==> src/rtl/backlight_frame_scheduler_if.sv <==
// Pixel-side and duty-side signals of the backlight frame scheduler.
// The master drives pixels/controls; the slave (scheduler) drives duty and frame stats.
interface backlight_frame_scheduler_if;
  logic        de;
  logic        vsync;
  logic [7:0]  r;
  logic [7:0]  g;
  logic [7:0]  b;
  logic        mode_auto;
  logic [3:0]  manual_duty;
  logic [9:0]  pwm_value;
  logic        pwm_update;
  logic [7:0]  frame_peak;
  logic [15:0] frame_count;

  modport master (
    output de, vsync, r, g, b, mode_auto, manual_duty,
    input  pwm_value, pwm_update, frame_peak, frame_count
  );

  modport slave (
    input  de, vsync, r, g, b, mode_auto, manual_duty,
    output pwm_value, pwm_update, frame_peak, frame_count
  );
endinterface

==> src/rtl/backlight_frame_scheduler.sv <==
// Per-frame backlight duty scheduler: tracks the frame peak of max(R,G,B) and reloads the PWM
// duty once per frame. Define BL_RAMP_EN to slew pwm_value by at most RAMP_STEP per frame.
module backlight_frame_scheduler #(
  parameter bit         VSYNC_POL = 1'b1,
  parameter logic [9:0] MIN_DUTY  = 10'd64,
  parameter logic [9:0] RAMP_STEP = 10'd32
) (
  input logic                          clk,
  input logic                          reset,
  backlight_frame_scheduler_if.slave   bus
);

  typedef enum logic [1:0] {StWait, StAccum, StCalc, StApply} state_e;

  state_e      state_q, state_d;
  logic        vsync_q;
  logic [7:0]  peak_q, peak_d;
  logic [7:0]  frame_peak_q, frame_peak_d;
  logic [15:0] frame_count_q, frame_count_d;
  logic [9:0]  target_q, target_d;
  logic [9:0]  pwm_value_q, pwm_value_d;
  logic        pwm_update_q, pwm_update_d;

  logic [7:0]  pix;
  logic [7:0]  rg_max;
  logic        lead;
  logic [9:0]  exp_duty;
  logic [9:0]  duty_next;

  always_comb begin
    rg_max = (bus.r > bus.g) ? bus.r : bus.g;
    pix    = (rg_max > bus.b) ? rg_max : bus.b;
  end

  assign lead     = (bus.vsync == VSYNC_POL) && (vsync_q != VSYNC_POL);
  // Replicate the top bits so a full-scale peak maps to full-scale duty.
  assign exp_duty = {frame_peak_q, frame_peak_q[7:6]};

`ifdef BL_RAMP_EN
  logic [10:0] duty_diff;
  logic [10:0] duty_step;
  logic [10:0] duty_sum;

  always_comb begin
    duty_diff = 11'd0;
    duty_step = 11'd0;
    duty_sum  = {1'b0, pwm_value_q};
    if (target_q > pwm_value_q) begin
      duty_diff = {1'b0, target_q} - {1'b0, pwm_value_q};
      duty_step = (duty_diff > {1'b0, RAMP_STEP}) ? {1'b0, RAMP_STEP} : duty_diff;
      duty_sum  = {1'b0, pwm_value_q} + duty_step;
    end else if (target_q < pwm_value_q) begin
      duty_diff = {1'b0, pwm_value_q} - {1'b0, target_q};
      duty_step = (duty_diff > {1'b0, RAMP_STEP}) ? {1'b0, RAMP_STEP} : duty_diff;
      duty_sum  = {1'b0, pwm_value_q} - duty_step;
    end
    duty_next = duty_sum[9:0];
  end
`else
  logic unused_ramp_step;
  assign unused_ramp_step = ^RAMP_STEP;
  assign duty_next        = target_q;
`endif

  always_comb begin
    state_d       = state_q;
    peak_d        = peak_q;
    frame_peak_d  = frame_peak_q;
    frame_count_d = frame_count_q;
    target_d      = target_q;
    pwm_value_d   = pwm_value_q;
    pwm_update_d  = 1'b0;

    if (state_q != StWait && bus.de && pix > peak_q) begin
      peak_d = pix;
    end

    unique case (state_q)
      StWait: begin
        // The first frame after reset is partial, so it only arms accumulation.
        if (lead) begin
          peak_d  = 8'd0;
          state_d = StAccum;
        end
      end
      StAccum: begin
        if (lead) begin
          frame_peak_d  = (bus.de && pix > peak_q) ? pix : peak_q;
          peak_d        = 8'd0;
          frame_count_d = frame_count_q + 16'd1;
          state_d       = StCalc;
        end
      end
      StCalc: begin
        if (bus.mode_auto) begin
          target_d = (exp_duty > MIN_DUTY) ? exp_duty : MIN_DUTY;
        end else begin
          target_d = {bus.manual_duty, 6'h3F};
        end
        state_d = StApply;
      end
      StApply: begin
        pwm_value_d  = duty_next;
        pwm_update_d = 1'b1;
        state_d      = StAccum;
      end
      default: state_d = StWait;
    endcase
  end

  always_ff @(posedge clk) begin
    if (reset) begin
      state_q       <= StWait;
      vsync_q       <= ~VSYNC_POL;
      peak_q        <= 8'd0;
      frame_peak_q  <= 8'd0;
      frame_count_q <= 16'd0;
      target_q      <= 10'h3FF;
      pwm_value_q   <= 10'h3FF;
      pwm_update_q  <= 1'b0;
    end else begin
      state_q       <= state_d;
      vsync_q       <= bus.vsync;
      peak_q        <= peak_d;
      frame_peak_q  <= frame_peak_d;
      frame_count_q <= frame_count_d;
      target_q      <= target_d;
      pwm_value_q   <= pwm_value_d;
      pwm_update_q  <= pwm_update_d;
    end
  end

  assign bus.pwm_value   = pwm_value_q;
  assign bus.pwm_update  = pwm_update_q;
  assign bus.frame_peak  = frame_peak_q;
  assign bus.frame_count = frame_count_q;

endmodule

==> src/flat_wrapper.sv <==
// flat-port wrapper written by rule: the top's interface ports become plain ports
module backlight_frame_scheduler_flat 
#(
  parameter bit         VSYNC_POL = 1'b1,
  parameter logic [9:0] MIN_DUTY  = 10'd64,
  parameter logic [9:0] RAMP_STEP = 10'd32
)
  (clk, reset, bus_de, bus_vsync, bus_r, bus_g, bus_b, bus_mode_auto, bus_manual_duty, bus_pwm_value, bus_pwm_update, bus_frame_peak, bus_frame_count);
  backlight_frame_scheduler_if bus_i ();
  input logic clk;
  input logic reset;
  input wire logic [$bits(bus_i.de)-1:0] bus_de;
  input wire logic [$bits(bus_i.vsync)-1:0] bus_vsync;
  input wire logic [$bits(bus_i.r)-1:0] bus_r;
  input wire logic [$bits(bus_i.g)-1:0] bus_g;
  input wire logic [$bits(bus_i.b)-1:0] bus_b;
  input wire logic [$bits(bus_i.mode_auto)-1:0] bus_mode_auto;
  input wire logic [$bits(bus_i.manual_duty)-1:0] bus_manual_duty;
  output wire logic [$bits(bus_i.pwm_value)-1:0] bus_pwm_value;
  output wire logic [$bits(bus_i.pwm_update)-1:0] bus_pwm_update;
  output wire logic [$bits(bus_i.frame_peak)-1:0] bus_frame_peak;
  output wire logic [$bits(bus_i.frame_count)-1:0] bus_frame_count;
  assign bus_i.de = bus_de;
  assign bus_i.vsync = bus_vsync;
  assign bus_i.r = bus_r;
  assign bus_i.g = bus_g;
  assign bus_i.b = bus_b;
  assign bus_i.mode_auto = bus_mode_auto;
  assign bus_i.manual_duty = bus_manual_duty;
  assign bus_pwm_value = bus_i.pwm_value;
  assign bus_pwm_update = bus_i.pwm_update;
  assign bus_frame_peak = bus_i.frame_peak;
  assign bus_frame_count = bus_i.frame_count;
  backlight_frame_scheduler #(.VSYNC_POL(VSYNC_POL), .MIN_DUTY(MIN_DUTY), .RAMP_STEP(RAMP_STEP)) u_core (.clk(clk), .reset(reset), .bus(bus_i));
endmodule
==> config.mk <==
export PLATFORM = sky130hd
export DESIGN_NAME = backlight_frame_scheduler_flat
export DESIGN_NICKNAME = d
export VERILOG_FILES = /design/src/rtl/backlight_frame_scheduler_if.sv /design/src/rtl/backlight_frame_scheduler.sv /design/src/flat_wrapper.sv
export SDC_FILE = /design/constraint.sdc
export NUM_CORES = 1
export LEC_CHECK = 0
export ABC_AREA = 1
export BUFFER_PORTS_ARGS = -buffer_cell sky130_fd_sc_hd__buf_2
export CORE_MARGIN = 10
export CORE_UTILIZATION = 45
export CTS_CLUSTER_DIAMETER = 150
export DETAILED_ROUTE_END_ITERATION = 6
export GPL_TIMING_DRIVEN = 1
export PLACE_DENSITY = 0.8
export SYNTH_ARGS = -nofsm -noshare
export SYNTH_HDL_FRONTEND = slang
export SYNTH_SLANG_ARGS = --single-unit
==> constraint.sdc <==
create_clock -name clk -period 4.37 [get_ports clk]
set_input_delay 0.6555 -clock clk [delete_from_list [all_inputs] [get_ports clk]]
set_output_delay 0.6555 -clock clk [all_outputs]
set_load 0.01 [all_outputs]
==> run_results.csv, run 1 <==
group,metric,value,unit
status,status,"completed",
sta,slew_viol_final,0,
setup_path,cp-end-kind,"register",
power,ir_drop,0.000169,V
synth,synth_top_family_by_area,"simple AND/OR/NAND/NOR gates",
sta,fin_crit,4.09,ns
setup_path,critical_path_class,"in2reg",
sta,fmax,0.245,GHz
setup_path,worstPathArrival,4.27,ns
power,finalPower,1530,uW
placement,dp_hpwl,6.33,mm
die,die_area,11200,um2
global_routing,grt_overflow,0,
synth,synth.avg_cell_area,6.83,um2
global_routing,antenna_found_initial,0,
synth,yosys_warnings,0,
placement,place_ws,-0.0822,ns
die,die_height,106,um
layout,final_common_cell,"nand2_1",
synth,async_flop_share,0,
synth,synth.distinct_cells,28,
die,pin_count,68,
route,routedWlPerCell,12.3,um
cts,cts_buffers,5,
route,wl,8.05,mm
layout,filler_cell_count,689,
synth,synth-compound-area-share,0.146,
cts,cts_tree,"yes",
setup_path,crit_start,"bus_g[7]",
global_routing,grt_pass1_vias,3028,
synth,synthAdderAreaFrac,0.113,
sta,hold_viol,0,
synth,netlist_instances,485,
synth,ys_seq_elements,56,
layout,area_growth,20.6,%
synth,synth_area,3310,um2
setup_path,crit_top_cell,"nand2_1",
placement,gp_congestion,0.938,
synth,synth_simple_gate_area_share,0.282,
setup_path,crit_fanout,8,
run,drv_cap,0,
die,die_w,106,um
die,start_util,0.459,
sta,relSlewSlack,0.566,
layout,final_cell_mix,"nand2_1, inv_1, buf_2, dfxtp_1, a21oi_1",
cts,clock_latency,0.31,ns
layout,n_antenna_cell,0,
cts,cts.sinks,56,
placement,port-buffer-count,67,
cts,hold_buffers,0,
power,p_per_area,383,nW/um2
placement,post_dp_cell_area,3740,um2
route,drtIter0Drc,212,
synth,synth-edff-count,0,
setup_path,rrSetupSlack,2.33,ns
layout,drive_gt1_frac,0.217,
synth,synth_xor_area_frac,0.00793,
die,core,7210,um2
setup_path,worstSetupStartpointType,"primary input",
synth,synth_ff_type,"dfxtp_1",
setup_path,worst_path_max_delay_cell,"ha_1",
setup_path,required,4.55,ns
route,ant_nets,0,
layout,stdcell_area,4000,um2
setup_path,slowest_delay,0.30,ns
synth,synth_nets,548,
worst_hold_path,min_path_type,"reg2reg",
layout,nNetsFinal,620,
global_routing,grt_use_total,0.138,
die,rows,31,
cts,clkTransAtPathRegs,0.10,ns
route,drc,0,
sta,finalSetupViolCount,0,
sta,setup_slack,0.282,ns
power,p_leak,0.00200,uW
route,drt_pass1_iterations,4,
cts,cts_max_level,2,
route,vias,3196,
layout,fin_util,0.554,
cts,cts_buffer_depth,2,
synth,synth-seq-area-share,0.338,
global_routing,grt_pass1_wl,13.4,mm
sta,period_share,0.935,
sta,worstMarginPinSlew,0.650,ns
global_routing,grt_max_degree,28,
worst_hold_path,hold_start,"u_core.bus.pwm_value[6]",
synth,muxShareOfSynthArea,0,
cts,cts-root-buf,"clkbuf_8",
route,routed_via_density,4.86,
sta,fin_worst_skew,0.00709,ns
setup_path,timing.rr.start,"u_core.state_q[1]",
[area by class of cell]
class,instances,area [um2],area share
Multi-Input combinational cell,335,1950,0.488
Sequential cell,56,1120,0.281
Timing Repair Buffer,73,384,0.0961
Inverter,86,325,0.0814
Tap cell,99,124,0.0310
Clock buffer,5,68.8,0.0172
Clock inverter,3,21.3,0.00532
[final timing paths]
path	cells past startpoint	end
max	31	u_core.bus.frame_peak[1]
min	2	u_core.bus.pwm_value[6]
max reg2reg	11	u_core.bus.frame_count[13]
min reg2reg	2	u_core.bus.pwm_value[6]
[cell usage after synthesis, types with 4 or more instances]
library cell    n  area [um2]
a21oi_1        57         285
inv_1          84         315
nand2_1       119         447
o21ai_1         8        40.0
nor2_1         29         109
o21ai_0        19        95.1
ha_1           30         375
nand4_1         4        25.0
dfxtp_1        56        1120
nand2_2         4        25.0
clkbuf_1        9        33.8
nor3_1          4        20.0
nand3_1        40         200
[cells by family (layout without fill, tap and decap cells)]
logic type / count (synthesis) / in the layout
xor+xnor: 3 / 3
buf+inv: 97 / 167
compound gates: 89 / 90
simple gates: 210 / 212
fa+ha+maj: 30 / 30
flops: 56 / 56
[state kept, by name, indices dropped and copies added, names as in the netlist]
name                    flops
u_core.bus.frame_count     16
u_core.bus.frame_peak       8
u_core.bus.pwm_update       1
u_core.bus.pwm_value       10
u_core.duty_next           10
u_core.peak_q               8
u_core.state_q              2
u_core.vsync_q              1
[layer usage]
| metal | track usage | wire [um] | up-vias |
|---|---|---|---|
| met3 | 0.0408 | 533 | 8 |
| met1 | 0.163 | 3530 | 1418 |
| met2 | 0.239 | 3880 | 76 |
| li1 | - | - | 1694 |
| met5 | 0 | 0 | - |
| met4 | 0.0377 | 102 | 0 |
[through the flow]
stage | TNS [ns] | cells | hold slack [ns]
global placement | -0.106 | 642 | 0.432
CTS | 0 | 650 | 0.464
finish | 0 | 657 | 0.460
global route | -0.00140 | 657 | 0.484
detailed placement | -0.549 | 642 | 0.439
floorplan | 0 | 485 | 0.430
[what timing repair did]
action,CTS,global route
setup endpoints to repair,0,16
setup buffers,0,4
resized for setup,0,22
[critical path: cells and delay by family]
kind | cells | cell delay, ns
AOI/OAI and AO/OA | 3 | 0.57
and+or+nand+nor | 20 | 1.76
buffers and inverters | 5 | 0.41
adders and majority gates | 3 | 0.87
[power by group]
part	internal (uW)	switching [uW]	leakage, uW
combinational	237	382	0.00150
sequential	585	39.5	0.000456
clock	114	174	0.0000445
No activity file was read; power rests on OpenSTA's default activity.
==> inputs of run 2 (changes only) <==
BUFFER_PORTS_ARGS = -buffer_cell sky130_fd_sc_hd__clkbuf_2   (was -buffer_cell sky130_fd_sc_hd__buf_2)
clock period = 4.6 ns   (was 4.37 ns; I/O delays follow)
==> run 2 against run 1 <==
Effect of this change: wire length fell by 2.7%; register-to-register slack improved by 0.23 ns; critical path depth rose by 2; sequential share of layout area rose by 0.95 points; sequential cell count did not move; sequential power fell by 5.0%; via count rose by 0.19%; clock skew rose by 0.0034 ns; critical endpoint is now u_core.bus.frame_peak[0]; first-iteration DRC count fell by 17%.
==> run_results.csv, run 2 (same netlist as run 1, synthesis figures left out) <==
group,metric,value,unit
setup_path,worstSetupStartpointType,"primary input",
setup_path,worst_path_max_delay_cell,"ha_1",
sta,slew_viol_final,0,
sta,fin_crit,4.20,ns
die,rows,31,
cts,cts_tree,"yes",
cts,cts-root-buf,"clkbuf_8",
layout,largest_reg_flops,16,
route,routedWlPerCell,12.0,um
die,die_height,106,um
sta,setup-tns-final,0,ns
route,wl,7.83,mm
power,ir_drop,0.000140,V
cts,cts.sinks,56,
cts,clkTransAtPathRegs,0.10,ns
route,drt_pass1_iterations,4,
layout,drive_gt1_frac,0.180,
die,die_w,106,um
setup_path,worstPathArrival,4.37,ns
setup_path,cp-end-kind,"register",
power,p_leak,0.00198,uW
sta,hold_viol,0,
sta,period_share,0.913,
global_routing,grt_overflow,0,
layout,final_cell_mix,"nand2_1, inv_1, clkbuf_2, a21oi_1, dfxtp_1",
power,finalPower,1410,uW
global_routing,grt_pass1_wl,13.5,mm
route,routed_via_density,4.90,
setup_path,crit_fanout,9,
placement,port-buffer-count,67,
cts,cts_buffer_depth,2,
sta,rsz0062_at_grt,"no",
status,status,"completed",
sta,worstMarginPinSlew,0.650,ns
sta,fin_worst_skew,0.0105,ns
global_routing,grt_pass1_vias,3076,
cts,cts_max_level,2,
placement,gp_congestion,0.907,
setup_path,timing.rr.start,"u_core.state_q[1]",
die,core,7210,um2
global_routing,antenna_found_initial,0,
setup_path,crit_top_cell,"nand2_1",
sta,finalSetupViolCount,0,
layout,final_common_cell,"nand2_1",
cts,clock_latency,0.31,ns
run,drv_cap,0,
placement,dp_hpwl,6.33,mm
route,drtIter0Drc,175,
cts,hold_buffers,0,
global_routing,grt_use_total,0.140,
setup_path,slowest_delay,0.30,ns
sta,timing.hold.ws,0.467,ns
die,pin_count,68,
global_routing,grt_max_degree,28,
setup_path,crit_start,"bus_g[3]",
layout,area_growth,16.6,%
setup_path,critical_path_class,"in2reg",
die,die_area,11200,um2
route,ant_nets,0,
worst_hold_path,min_path_type,"reg2reg",
setup_path,required,4.77,ns
worst_hold_path,hold_start,"u_core.bus.pwm_value[7]",
route,vias,3202,
sta,fmax,0.238,GHz
power,p_per_area,364,nW/um2
cts,cts_buffers,5,
route,drc,0,
layout,nNetsFinal,617,
sta,relSlewSlack,0.566,
layout,n_antenna_cell,0,
die,start_util,0.459,
run 2: cell types whose count changed in the layout (fill, tap and decap cells not counted), sizes merged:
cell / delta
buf: -67
clkbuf: +67
nand2: -2
a21oi: -1
run 2: path summary, 6_finish.rpt:
check / to / cells past startpoint / slack (ns)
worst max-delay path: u_core.bus.frame_peak[0] / 33 / 0.40
worst min-delay path: u_core.bus.pwm_value[7] / 2 / 0.47
worst max register to register: u_core.bus.frame_count[13] / 11 / 2.56
worst min register to register: u_core.bus.pwm_value[7] / 2 / 0.47
run 2: per-stage QoR:
step	util	instances	setup WS (ns)	area [um2]
finish	0.536	654	0.399	3860
global route	0.536	654	0.00421	3860
CTS	0.529	648	0.379	3810
detailed placement	0.516	640	0.0634	3720
global placement	0.516	640	0.164	3720
floorplan	-	485	0.541	3310
run 2: metal layers:
metal  part of all wire  vias to the layer above  track usage  wire (um)
li1                   -                     1689            -          -
met1               0.43                     1427        0.162       3380
met2               0.49                       78        0.243       3820
met3              0.068                        8       0.0371        530
met4              0.013                        0       0.0455        100
met5                  0                        -            0          0
run 2: layout make-up:
cell class,count,area (um2)
clock inverter,3,21.3
inverter,86,323
timing repair buffer,73,380
clock buffer,5,68.8
multi-input combinational,332,1830
tap,99,124
sequential,56,1120
fill,730,3350
run 2: power by group:
group | internal [uW] | switching [uW] | total, uW | leakage (uW)
logic | 207 | 337 | 544 | 0.00148
registers | 556 | 37.8 | 594 | 0.000456
clock network | 108 | 162 | 270 | 0.0000445
run 2: worst max-delay path: cells and delay by family:
family / cells / cell delay [ns]
buffers and inverters: 6 / 0.55
and+or+nand+nor: 21 / 1.76
AOI/OAI and AO/OA: 3 / 0.52
adders and majority gates: 3 / 0.84
run 2: what timing repair did:
item                       CTS  global route
setup endpoints to repair    0            16
setup buffers                0             6
resized for setup            0             1
